==> src/rtl/pc_next_unit.sv <==
// Program counter with PC+4 / branch / jump / jr selection and a BOOT-FETCH-EXEC-FAULT sequencer.
// Two cycles per instruction minimum; waits in FETCH for ImemReady and in EXEC while Stall is high.
module pc_next_unit #(
   parameter logic [31:0] RESET_PC = 32'h0000_0000
) (
   input  logic        clk,
   input  logic        reset,
   input  logic [31:0] Offset32,
   input  logic [25:0] JAddr26,
   input  logic [31:0] RegAddr32,
   input  logic        Branch,
   input  logic        BranchNe,
   input  logic        Zero,
   input  logic        Jump,
   input  logic        JumpReg,
   input  logic        Stall,
   input  logic        ImemReady,
   output logic [31:0] PC,
   output logic [31:0] PCPlus4,
   output logic        ImemReq,
   output logic        Redirect,
   output logic        Fault,
   output logic [31:0] InstrCount
);

   typedef enum logic [1:0] {S_BOOT, S_FETCH, S_EXEC, S_FAULT} state_t;

   state_t      state_q;
   logic [31:0] pc_q;
   logic [31:0] cnt_q;
   logic        req_q;
   logic        redir_q;
   logic        fault_q;

   logic [31:0] pc_d;
   logic        redir_d;
   logic        taken;
   logic        jr_bad;

   assign PCPlus4 = pc_q + 32'd4;
   assign taken   = (Branch & Zero) | (BranchNe & ~Zero);
   assign jr_bad  = JumpReg & (RegAddr32[1:0] != 2'b00);

   // Redirect follows the selected source, so a taken branch to PC+4 still redirects.
   always_comb begin
      pc_d    = PCPlus4;
      redir_d = 1'b0;
      if (JumpReg) begin
         pc_d    = RegAddr32;
         redir_d = 1'b1;
      end else if (Jump) begin
         pc_d    = {PCPlus4[31:28], JAddr26, 2'b00};
         redir_d = 1'b1;
      end else if (taken) begin
         pc_d    = PCPlus4 + Offset32;
         redir_d = 1'b1;
      end
   end

   always_ff @(posedge clk) begin
      if (reset) begin
         state_q <= S_BOOT;
         pc_q    <= RESET_PC;
         cnt_q   <= 32'd0;
         req_q   <= 1'b0;
         redir_q <= 1'b0;
         fault_q <= 1'b0;
      end else begin
         redir_q <= 1'b0;
         case (state_q)
            S_BOOT: begin
               state_q <= S_FETCH;
               req_q   <= 1'b1;
            end
            S_FETCH: begin
               if (ImemReady) begin
                  state_q <= S_EXEC;
                  req_q   <= 1'b0;
               end
            end
            S_EXEC: begin
               if (!Stall) begin
                  if (jr_bad) begin
                     fault_q <= 1'b1;
                     state_q <= S_FAULT;
                  end else begin
                     pc_q    <= pc_d;
                     cnt_q   <= cnt_q + 32'd1;
                     redir_q <= redir_d;
                     req_q   <= 1'b1;
                     state_q <= S_FETCH;
                  end
               end
            end
            default: begin
            end
         endcase
      end
   end

   assign PC         = pc_q;
   assign ImemReq    = req_q;
   assign Redirect   = redir_q;
   assign Fault      = fault_q;
   assign InstrCount = cnt_q;

endmodule

==> config.mk <==
export PLATFORM = sky130hd
export DESIGN_NAME = pc_next_unit
export DESIGN_NICKNAME = d
export VERILOG_FILES = /design/src/rtl/pc_next_unit.sv
export SDC_FILE = /design/constraint.sdc
export NUM_CORES = 1
export LEC_CHECK = 0
export CORE_MARGIN = 4
export CORE_UTILIZATION = 50
export DETAILED_ROUTE_END_ITERATION = 7
export PLACE_DENSITY_LB_ADDON = 0.3
export SETUP_SLACK_MARGIN = 0.05
export SYNTH_ARGS = -nofsm -noshare
export SYNTH_HDL_FRONTEND = slang
export SYNTH_SLANG_ARGS = --single-unit
==> constraint.sdc <==
create_clock -name clk -period 8.7 [get_ports clk]
set_input_delay 0.87 -clock clk [delete_from_list [all_inputs] [get_ports clk]]
set_output_delay 0.87 -clock clk [all_outputs]
set_load 0.01 [all_outputs]
=== After elaboration in Yosys (flattened, before gate mapping) ===
Index checks and enable logic that the tools add are counted.

* Register bits: 69
* Input port bits: 99
* Output and inout bits: 99
* Word-level logic and storage cells: 44

* Add/sub/neg operators: 3
* Equal/unequal tests: 5
* Mux-type cells: 14
* Bitwise logic cells: 8
* Reductions and logical operators: 8

{| class="wikitable"
|+ Operators by type and width
! cell !! count
|-
| $mux W32 || 3
|-
| $add A32 B1 Y32 const B || 1
|-
| $add A32 B3 Y32 const B || 1
|-
| $add A32 B32 Y32 || 1
|-
| $reduce_and A3 Y1 || 3
|-
| $mux W1 || 6
|-
| $mux W2 || 3
|-
| $ne A2 B2 Y1 const B || 3
|-
| $pmux W2 S3 || 1
|-
| $not A1 Y1 || 4
|-
| $reduce_and A4 Y1 || 1
|-
| $reduce_or A4 Y1 || 1
|-
| $and A1 B1 Y1 || 3
|-
| $pmux W1 S3 || 1
|-
| $reduce_bool A3 Y1 || 1
|-
| $eq A2 B1 Y1 const B || 1
|-
| $eq A2 B2 Y1 const B || 1
|-
| $logic_not A2 Y1 || 1
|-
| $reduce_bool A2 Y1 || 1
|-
| $or A1 B1 Y1 || 1
|}

=== Longest topological paths before layout ===
Gate-level depths: netlist (run 1).

* Word-level depth: 6
* Depth in mapped cells: 17

=== Least setup slack after synthesis (run 1) ===
No wires, ideal clock.

* Kind: reg2reg
* Start point: register pc_q[2] (netlist: PC[2])
* End point: register pc_q[31] (netlist: PC[31])
* Setup time: 0.086 ns
* Arrival: 3.753 ns
* Required time: 8.614 ns
* Path slack: 4.861 ns
* Stages on the path, launching flop included: 18
* Path buffers: 1
* Clock period less this slack: 3.839 ns
* Cell sequence: dfxtp_1 ha_1 nand4_1 nor2_1 nand4_1 nor2_1 xor2_1 ha_1 buf_2 a21oi_1 o21bai_1 a21o_1 a211oi_4 a311oi_1 and4b_1 a211oi_1 xor2_1 a221oi_2

* Longest elaborated chain between the ends: 5

{| class="wikitable"
|+ Ends and longest elaborated chain
! item !! RTL line !! RTL
|-
| start, declared || 29 || <nowiki>logic [31:0] pc_q;</nowiki>
|-
| start signal, assigned || 87 || <nowiki>pc_q <= pc_d;</nowiki>
|-
| $add A32 B3 Y32 || 40 || <nowiki>assign PCPlus4 = pc_q + 32'd4;</nowiki>
|-
| via PCPlus4[20] || 19 || <nowiki>output logic [31:0] PCPlus4,</nowiki>
|-
| $add A32 B32 Y32 || 55 || <nowiki>pc_d = PCPlus4 + Offset32;</nowiki>
|-
| $mux W32 || 54 || <nowiki>end else if (taken) begin</nowiki>
|-
| $mux W32 || 51 || <nowiki>end else if (Jump) begin</nowiki>
|-
| $mux W32 || 48 || <nowiki>if (JumpReg) begin</nowiki>
|}

The timed path passes the listed nets, and every way through them passes these cells.
A chain may end at the register's enable or synchronous reset.

=== Worst setup path in the final report (run 1) ===
* Start point: register pc_q[2] (netlist: PC[2])
* End point: register pc_q[31] (netlist: PC[31])

* Longest elaborated chain between the ends: 5

{| class="wikitable"
|+ Ends and longest elaborated chain
! item !! RTL line
|-
| $add A32 B3 Y32 (*) || 40
|-
| $add A32 B32 Y32 || 55
|-
| $mux W32 || 54
|-
| $mux W32 (*) || 51
|-
| $mux W32 (*) || 48
|}

Mark *: on every way between the ends. The rest lies on a longest branch, timed or not.

==> results of run 1 <==
[power by group through the flow]
stage                     sequential [uW]  clock [uW]  combinational, uW
after floorplan                       337           0                105
after global routing                  331         380                221
after CTS                             330         366                203
after global placement                337           0                199
after detailed placement              337           0                201
final                                 330         363                206
[layer usage]
metal / wire length, um / global-route usage
met4: 656 / 0.140
met1: 8520 / 0.381
met2: 9840 / 0.511
met5: 0 / 0
met3: 1890 / 0.0621
[sequential cells by signal, summed over array words and instances (netlist names)]
| signal | cells |
|---|---|
| InstrCount | 32 |
| PC | 32 |
| state_q | 2 |
| Fault | 1 |
| ImemReq | 1 |
| Redirect | 1 |
[how the worst max path moves through the flow]
stage / from / end / slack (ns) / depth (start not counted)
floorplan: PC[2] / PC[31] / 4.86 / 17
global placement: PC[2] / PC[31] / 4.58 / 16
detailed placement: PC[2] / PC[31] / 4.43 / 16
CTS: PC[2] / PC[31] / 4.32 / 16
global route: PC[2] / PC[31] / 3.88 / 16
finish: PC[2] / PC[31] / 4.21 / 16
[final cells by class]
class                      instances  share of cell area
tap                              143              0.0220
multi-input combinational        635               0.513
clock buffer                       9              0.0277
clock inverter                     7             0.00709
inverter                          25              0.0116
timing repair buffer             204               0.249
sequential                        69               0.170
[tightest hold or removal path: stages, from the launching register on]
cell,delay [ns]
dfxtp_1,0.33
nor2_1,0.05
nor2_1,0.07
[placed cells by master (no fill, tap or decap), types with 18 or more instances in the layout]
cell type and n:
nor2_1 104, a21oi_1 53, nor3_1 22, a211oi_1 18
dfxtp_1 69, inv_1 25, ha_1 44, clkdlybuf4s50_1 196
nand3_1 30, nand2_1 72, xor2_1 41, o21ai_0 47
xnor2_1 36
[cells by family after synthesis]
logic type	share of synthesized area
AOI/OAI and AO/OA	0.250
xor gates and xnor gates	0.117
adders and majority gates	0.0986
buffers and inverters	0.0417
DFF	0.239
muxes	0.0106
and+or+nand+nor	0.244
[metrics by stage]
step	setup slack (ns)	hold WS, ns	util	instances
6_report	4.21	0.477	0.714	1092
5_1_grt	3.88	0.510	0.714	1092
4_1_cts	4.32	0.481	0.714	1092
3_5_place_dp	4.43	0.466	0.690	1076
3_3_place_gp	4.58	0.461	0.690	1076
2_1_floorplan	4.86	0.502	-	765
==> impl_metrics.py, run 1 <==
metrics = {
    "status": {
        "status": "finished clean",
    },
    "timing": {
        "fin_crit_sh": 0.516,
        "max_freq_ghz": 0.223,
        "fin_setup_tns_ns": 0,
        "hold_viol": 0,
        "finClkSkew_ns": 0.00760,
        "setup_violations": 0,
        "worst_slew_pin_slew_ns": 0.856,
        "slew_violations": 0,
        "relSlewSlack": 0.429,
        "rsz0062_at_grt": "false",
        "period_minus_slack_ns": 4.49,
    },
    "synth": {
        "synth_flop_cell": "dfxtp_1",
        "synth.top_cells.by_area": "dfxtp_1 24%, ha_1 9.5%, nor2_1 6.7%",
        "syn-num-nets": 909,
        "synth_commonest_cells": "104 x nor2_1, 72 x nand2_1, 69 x dfxtp_1",
        "yosys_warnings": 0,
        "synth.distinct_cells": 77,
        "yosys.area.top_type": "dfxtp_1",
        "synth_edf_count": 0,
        "synth_area_sq_um": 5790,
        "yosysMostFrequentCell": "nor2_1",
        "syn_inst": 765,
        "avgSynthCellArea_sq_um": 7.56,
        "synthArstFlopShare": 0,
        "yosysSeqAreaShare": 0.239,
        "ys_ff_latch": 69,
        "synth_top_cell_area_share": 0.239,
    },
    "grt": {
        "grt_pass1_wl_um": 32200,
        "grt_start_max_net_pins": 71,
        "grt_pass1_vias": 6376,
        "gr-total-overflow": 0,
        "antenna_found_initial": 0,
        "grt_usage": 0.306,
    },
    "final_layout": {
        "seqCellArea_sq_um": 1380,
        "postLayoutCellArea_sq_um": 8120,
        "final_nets": 1088,
        "syn_to_final_growth_pct": 40.4,
        "n_antenna_cell": 0,
        "fillers": 909,
        "layout-drive-gt1-share": 0.0548,
        "multiInputGateArea_sq_um": 4170,
    },
    "clock_network": {
        "clock_latency_ns": 0.35,
        "clk_path_buf_depth": 2,
        "cts-root-buf": "clkbuf_16",
        "cts_tree": "done",
        "post_cts_buffers": 0,
        "clkSinkCount": 69,
        "cts-htree-levels": 3,
        "post_cts_resize_count": 0,
        "cts.reportedPaths.clkPinSlew_ns": 0.06,
        "cts-buffers-inserted": 9,
        "cts_hold_buf": 0,
    },
    "place": {
        "port_buffers": 197,
        "gp_congestion": 0.973,
        "place_area_sq_um": 7840,
        "dp_hpwl_um": 15300,
    },
    "job": {
        "maxCapViolations": 0,
    },
    "worst_setup_path": {
        "r2r_setup_slack_ns": 4.21,
        "r2r-start": "PC[2]",
        "critPathBufInv": 0,
        "start_kind": "flip-flop",
        "crit_fanout": 7,
        "cpPeakStageDelay_ns": 0.46,
        "crit_required_ns": 8.96,
        "cp_common_cell": "nor2_1",
        "path_cells": "ha_1, nand4_1, nor2_1, nand4_1, xnor2_1, ha_1, nand2_1, nor2_1, a221oi_1, nor2_1, a211oi_4, a311oi_1, and4b_1, a211oi_1, xor2_1, a221oi_2",
        "rr_worst_depth": 16,
        "crit_family": "simple AND/OR/NAND/NOR gates",
        "r2r-end": "PC[31]",
        "slowest_stage": "nand4_1",
        "critPathCaptureType": "flip-flop",
        "cp.arrival_ns": 4.75,
        "critical_path_class": "reg2reg",
    },
    "power": {
        "power.share.switching": 0.312,
        "p_per_area_nw_per_um2": 111,
        "clkPwrFrac": 0.404,
        "p_switching_uw": 280,
        "p_total_uw": 898,
        "leakage_uw": 0.00308,
        "internal_power_uw": 618,
        "vdd_drop_max_v": 0.0000961,
        "pwr-share-seq": 0.367,
        "p_comb_frac": 0.229,
    },
    "hold_path": {
        "hold-path-endpoint": "Fault",
        "min_path_type": "reg2reg",
        "whs_path_depth": 2,
        "hp-start": "Fault",
    },
    "routing": {
        "first_pass_iters": 5,
        "vias": 6465,
        "drt_wl_total_um": 20900,
        "routedWlPerCell_um": 19.1,
        "antenna_left": 0,
        "drcViolationCount": 0,
        "via_per_inst": 5.92,
        "drtIter0Drc": 542,
    },
    "floorplan": {
        "die_x_um": 116,
        "rows": 39,
        "coreArea_sq_um": 11400,
        "io_pins": 198,
        "die_area_sq_um": 13400,
        "fp.dieH_um": 116,
        "start_util": 0.509,
    },
}
No activity file was read; power rests on OpenSTA's default activity.
==> run 2: changes to the inputs <==
--- a/config.mk
+++ b/config.mk
@@ -6,7 +6,7 @@
 export NUM_CORES = 1
 export LEC_CHECK = 0
 export CORE_MARGIN = 4
-export CORE_UTILIZATION = 50
+export CORE_UTILIZATION = 47
 export DETAILED_ROUTE_END_ITERATION = 7
 export PLACE_DENSITY_LB_ADDON = 0.3
 export SETUP_SLACK_MARGIN = 0.05
==> constraint.sdc (replaced) <==
create_clock -name clk -period 4.6 [get_ports clk]
set_input_delay 0.46 -clock clk [delete_from_list [all_inputs] [get_ports clk]]
set_output_delay 0.46 -clock clk [all_outputs]
set_load 0.01 [all_outputs]
==> impl_metrics.py, run 2 (synthesized netlist as in run 1, its figures left out) <==
metrics = {
    "status": {
        "status": "finished clean",
    },
    "place": {
        "gp_congestion": 0.935,
        "dp_hpwl_um": 15800,
        "place_area_sq_um": 7880,
        "port_buffers": 197,
    },
    "grt": {
        "gr-total-overflow": 0,
        "grt_pass1_vias": 6196,
        "grt_usage": 0.284,
        "grt_pass1_wl_um": 32400,
        "grt_start_max_net_pins": 51,
        "antenna_found_initial": 0,
    },
    "worst_setup_path": {
        "path_cells": "nand2_1, or3_4, nor2_1, xor2_1, ha_1, a21oi_1, nand2_1, a221oi_1, nor2_1, a211oi_4, a311oi_1, and4b_1, a211oi_1, xor2_1, a221oi_2",
        "critPathCaptureType": "flip-flop",
        "critPathBufInv": 0,
        "start_kind": "flip-flop",
        "rr_worst_depth": 15,
        "crit_required_ns": 4.86,
        "crit_fanout": 7,
        "slowest_stage": "dfxtp_1",
        "critical_path_class": "reg2reg",
        "r2r_setup_slack_ns": 0.48,
        "cpPeakStageDelay_ns": 0.44,
        "crit_family": "compound AO/OA/AOI/OAI gates",
        "r2r-start": "PC[4]",
        "r2r-end": "PC[31]",
        "cp.arrival_ns": 4.39,
    },
    "timing": {
        "max_freq_ghz": 0.243,
        "period_minus_slack_ns": 4.12,
        "worst_slew_pin_slew_ns": 0.842,
        "setup_violations": 0,
        "rsz0062_at_grt": "false",
        "slew_violations": 0,
        "fin_setup_tns_ns": 0,
        "hold_viol": 0,
        "relSlewSlack": 0.437,
        "fin_crit_sh": 0.896,
        "finClkSkew_ns": 0.0102,
    },
    "power": {
        "p_per_area_nw_per_um2": 212,
        "vdd_drop_max_v": 0.000162,
        "leakage_uw": 0.00312,
    },
    "clock_network": {
        "clkSinkCount": 69,
        "cts-buffers-inserted": 9,
        "cts_hold_buf": 0,
        "cts.reportedPaths.clkPinSlew_ns": 0.06,
        "cts-root-buf": "clkbuf_16",
        "cts-htree-levels": 3,
        "clk_path_buf_depth": 2,
        "clock_latency_ns": 0.35,
        "cts_tree": "done",
        "post_cts_resize_count": 0,
    },
    "routing": {
        "drtIter0Drc": 603,
        "drt_wl_total_um": 20700,
        "drcViolationCount": 0,
        "antenna_left": 0,
        "via_per_inst": 5.81,
        "first_pass_iters": 5,
        "vias": 6401,
        "routedWlPerCell_um": 18.8,
    },
    "floorplan": {
        "coreArea_sq_um": 12000,
        "io_pins": 198,
        "fp.dieH_um": 119,
        "die_x_um": 119,
        "start_util": 0.482,
        "die_area_sq_um": 14100,
        "rows": 40,
    },
    "hold_path": {
        "min_path_type": "reg2reg",
        "hp-start": "InstrCount[31]",
        "whs_path_depth": 2,
        "hold-path-endpoint": "InstrCount[31]",
    },
    "final_layout": {
        "final_nets": 1094,
        "syn_to_final_growth_pct": 41.6,
        "final_core_util": 0.682,
        "postLayoutCellArea_sq_um": 8190,
        "n_antenna_cell": 0,
        "mostFrequentLayoutCell": "clkdlybuf4s50_1",
        "final_cell_mix": "196 x clkdlybuf4s50_1, 104 x nor2_1, 72 x nand2_1",
        "layout-drive-gt1-share": 0.0597,
    },
    "job": {
        "maxCapViolations": 0,
    },
}
[run 2: cell count changes in the layout (fill, tap and decap cells not counted)]
cell	change
buf_4	+6
clkinv_4	+2
inv_6	-2
bufinv_16	+1
clkbuf_1	+1
clkinv_2	-1
inv_8	-1
[run 2: how the worst max path moves through the flow]
stage / start / to / slack (ns) / cells after the start
5_1_grt: PC[4] / PC[26] / 0.17 / 17
2_1_floorplan: PC[2] / PC[31] / 0.76 / 17
3_3_place_gp: PC[2] / PC[31] / 0.46 / 16
3_5_place_dp: PC[2] / PC[31] / 0.33 / 16
6_report: PC[4] / PC[31] / 0.48 / 15
4_1_cts: PC[2] / PC[31] / 0.29 / 16
[run 2: power by group]
| part | switching, uW | internal, uW | leakage (uW) |
|---|---|---|---|
| clock network | 298 | 424 | 0.000139 |
| registers | 15.3 | 609 | 0.000557 |
| logic | 201 | 188 | 0.00242 |
[run 2: layout make-up]
| class | instances | area, sq um |
|---|---|---|
| Multi-Input combinational cell | 635 | 4170 |
| Fill cell | 1012 | 3820 |
| Timing Repair Buffer | 210 | 2060 |
| Sequential cell | 69 | 1380 |
| Clock buffer | 10 | 229 |
| Tap cell | 147 | 184 |
| Inverter | 25 | 93.8 |
| Clock inverter | 6 | 71.3 |
[run 2: through the flow]
step | hold slack [ns] | setup slack [ns] | cells | power (uW)
2_1_floorplan | 0.502 | 0.761 | 765 | 837
3_3_place_gp | 0.464 | 0.459 | 1084 | 1020
3_5_place_dp | 0.465 | 0.333 | 1084 | 1020
4_1_cts | 0.493 | 0.294 | 1100 | 1740
5_1_grt | 0.537 | 0.167 | 1102 | 1790
6_report | 0.492 | 0.479 | 1102 | 1730
[run 2: metal layers]
metal  wire length (um)  vias up  global-route usage
met1               8760     2950               0.360
li1                   -     3131                   -
met4                573        0               0.112
met5                  0        -                   0
met2               9620      281               0.469
met3               1730       39              0.0641
[run 2: worst reg2reg max path: stages, from the launching register on]
cell	delay, ns
dfxtp_1	0.44
nand2_1	0.12
or3_4	0.44
nor2_1	0.36
xor2_1	0.37
ha_1	0.36
a21oi_1	0.15
nand2_1	0.07
a221oi_1	0.34
nor2_1	0.13
a211oi_4	0.26
a311oi_1	0.16
and4b_1	0.21
a211oi_1	0.26
xor2_1	0.12
a221oi_2	0.26
[run 2: repair_timing]
item,CTS,global route
setup endpoints to repair,0,1
hold endpoints to repair,0,0
buffers inserted,0,2
==> run 3: changes to the inputs <==
--- a/config.mk
+++ b/config.mk
@@ -6,7 +6,7 @@
 export NUM_CORES = 1
 export LEC_CHECK = 0
 export CORE_MARGIN = 4
-export CORE_UTILIZATION = 47
+export CORE_UTILIZATION = 44
 export DETAILED_ROUTE_END_ITERATION = 7
 export PLACE_DENSITY_LB_ADDON = 0.3
 export SETUP_SLACK_MARGIN = 0.05
==> impl_metrics.py, run 3 (synthesized netlist as in run 1, its figures left out) <==
metrics = {
    "status": {
        "status": "finished clean",
    },
    "final_layout": {
        "final_cell_mix": "196 x clkdlybuf4s50_1, 104 x nor2_1, 72 x nand2_1",
        "final_nets": 1095,
        "syn_to_final_growth_pct": 42.0,
        "layout-drive-gt1-share": 0.0617,
        "mostFrequentLayoutCell": "clkdlybuf4s50_1",
        "postLayoutCellArea_sq_um": 8220,
        "fillers": 1178,
        "n_antenna_cell": 0,
    },
    "hold_path": {
        "hold-path-endpoint": "InstrCount[23]",
        "hp-start": "reset",
        "min_path_type": "in2reg",
        "whs_path_depth": 2,
    },
    "power": {
        "p_switching_uw": 530,
        "p_total_uw": 1700,
        "leakage_uw": 0.00312,
        "p_per_area_nw_per_um2": 207,
        "clkPwrFrac": 0.404,
        "p_comb_frac": 0.230,
        "power.share.switching": 0.311,
        "pwr-share-seq": 0.366,
        "internal_power_uw": 1170,
        "vdd_drop_max_v": 0.000140,
    },
    "grt": {
        "gr-total-overflow": 0,
        "grt_usage": 0.275,
        "grt_pass1_wl_um": 32400,
        "grt_start_max_net_pins": 61,
        "antenna_found_initial": 0,
        "grt_pass1_vias": 6209,
    },
    "routing": {
        "drt_wl_total_um": 21200,
        "via_per_inst": 5.71,
        "vias": 6443,
        "drtIter0Drc": 424,
        "antenna_left": 0,
        "routedWlPerCell_um": 18.8,
        "drcViolationCount": 0,
        "first_pass_iters": 7,
    },
    "worst_setup_path": {
        "start_kind": "flip-flop",
        "crit_fanout": 7,
        "critical_path_class": "reg2reg",
        "r2r-end": "PC[31]",
        "crit_required_ns": 4.85,
        "rr_worst_depth": 15,
        "r2r-start": "PC[4]",
        "r2r_setup_slack_ns": 0.41,
        "critPathCaptureType": "flip-flop",
        "cp.arrival_ns": 4.44,
    },
    "place": {
        "place_area_sq_um": 7930,
        "port_buffers": 197,
        "dp_hpwl_um": 16200,
        "gp_congestion": 1.01,
        "dp_slack_ns": 0.439,
    },
    "timing": {
        "finClkSkew_ns": 0.00908,
        "max_freq_ghz": 0.239,
        "fin_crit_sh": 0.910,
        "hold_viol": 0,
        "slew_violations": 0,
        "period_minus_slack_ns": 4.19,
        "fin_setup_tns_ns": 0,
        "setup_violations": 0,
        "relSlewSlack": 0.461,
        "rsz0062_at_grt": "false",
        "worst_slew_pin_slew_ns": 0.806,
        "layout_setup_ws_ns": 0.413,
    },
    "floorplan": {
        "start_util": 0.455,
        "coreArea_sq_um": 12700,
        "io_pins": 198,
        "die_x_um": 123,
        "fp.dieH_um": 123,
        "rows": 41,
        "die_area_sq_um": 15000,
    },
    "clock_network": {
        "clock_latency_ns": 0.34,
        "cts-htree-levels": 3,
        "clk_path_buf_depth": 2,
        "cts_hold_buf": 0,
        "post_cts_buffers": 0,
        "cts-buffers-inserted": 9,
        "cts.reportedPaths.clkPinSlew_ns": 0.07,
        "post_cts_resize_count": 0,
        "cts_tree": "done",
        "cts-root-buf": "clkbuf_16",
        "clkSinkCount": 69,
    },
    "job": {
        "maxCapViolations": 0,
    },
}
## run 3: cell count changes in the layout (fill, tap and decap cells not counted), sizes merged
cell,change
bufinv,-1
inv,+3
clkbuf,-1
buf,+1
clkinvlp,-1
## run 3: cell type report
| class | instances | area [sq um] | share of cell area |
|---|---|---|---|
| clock buffers | 9 | 225 | 0.0274 |
| repair buffers | 211 | 2070 | 0.252 |
| clock inverters | 7 | 62.6 | 0.00761 |
| flip-flops and latches | 69 | 1380 | 0.168 |
| inverters | 25 | 93.8 | 0.0114 |
| multi-input cells | 635 | 4170 | 0.507 |
| well taps | 172 | 215 | 0.0262 |
## run 3: per-layer routing
| layer | GRT usage | up-vias | part of all wire |
|---|---|---|---|
| li1 | - | 3138 | - |
| met1 | 0.355 | 2977 | 0.43 |
| met2 | 0.441 | 274 | 0.45 |
| met3 | 0.0654 | 54 | 0.082 |
| met4 | 0.113 | 0 | 0.034 |
| met5 | 0 | - | 0 |
## run 3: power groups by stage
stage                     Sequential [uW]  Combinational [uW]  Clock, uW
after floorplan                       638                 199          0
after detailed placement              637                 385          0
after global routing                  625                 422        722
after CTS                             624                 387        696
after global placement                637                 385          0
final                                 624                 391        689
## run 3: critical path, cell delays in order, from the launching register on
cell	delay, ns
dfxtp_1	0.45
nand2_1	0.10
or3_4	0.43
nor2_1	0.42
xor2_1	0.35
ha_1	0.35
a21oi_1	0.15
nand2_1	0.07
a221oi_1	0.38
nor2_1	0.13
a211oi_4	0.26
a311oi_1	0.15
and4b_1	0.21
a211oi_1	0.26
xor2_1	0.12
a221oi_2	0.28
## run 3: metrics by stage
stage / instances / utilization / hold slack (ns)
2_1_floorplan: 765 / - / 0.502
6_report: 1128 / 0.646 / 0.454
4_1_cts: 1128 / 0.646 / 0.447
3_3_place_gp: 1112 / 0.623 / 0.450
3_5_place_dp: 1112 / 0.623 / 0.457
5_1_grt: 1128 / 0.646 / 0.481
## run 3: worst max path at each step
stage | startpoint | end | cells past startpoint
2_1_floorplan | PC[2] | PC[31] | 17
3_3_place_gp | PC[4] | PC[31] | 15
3_5_place_dp | PC[4] | PC[31] | 15
4_1_cts | PC[4] | PC[31] | 15
5_1_grt | PC[4] | PC[31] | 15
6_report | PC[4] | PC[31] | 15
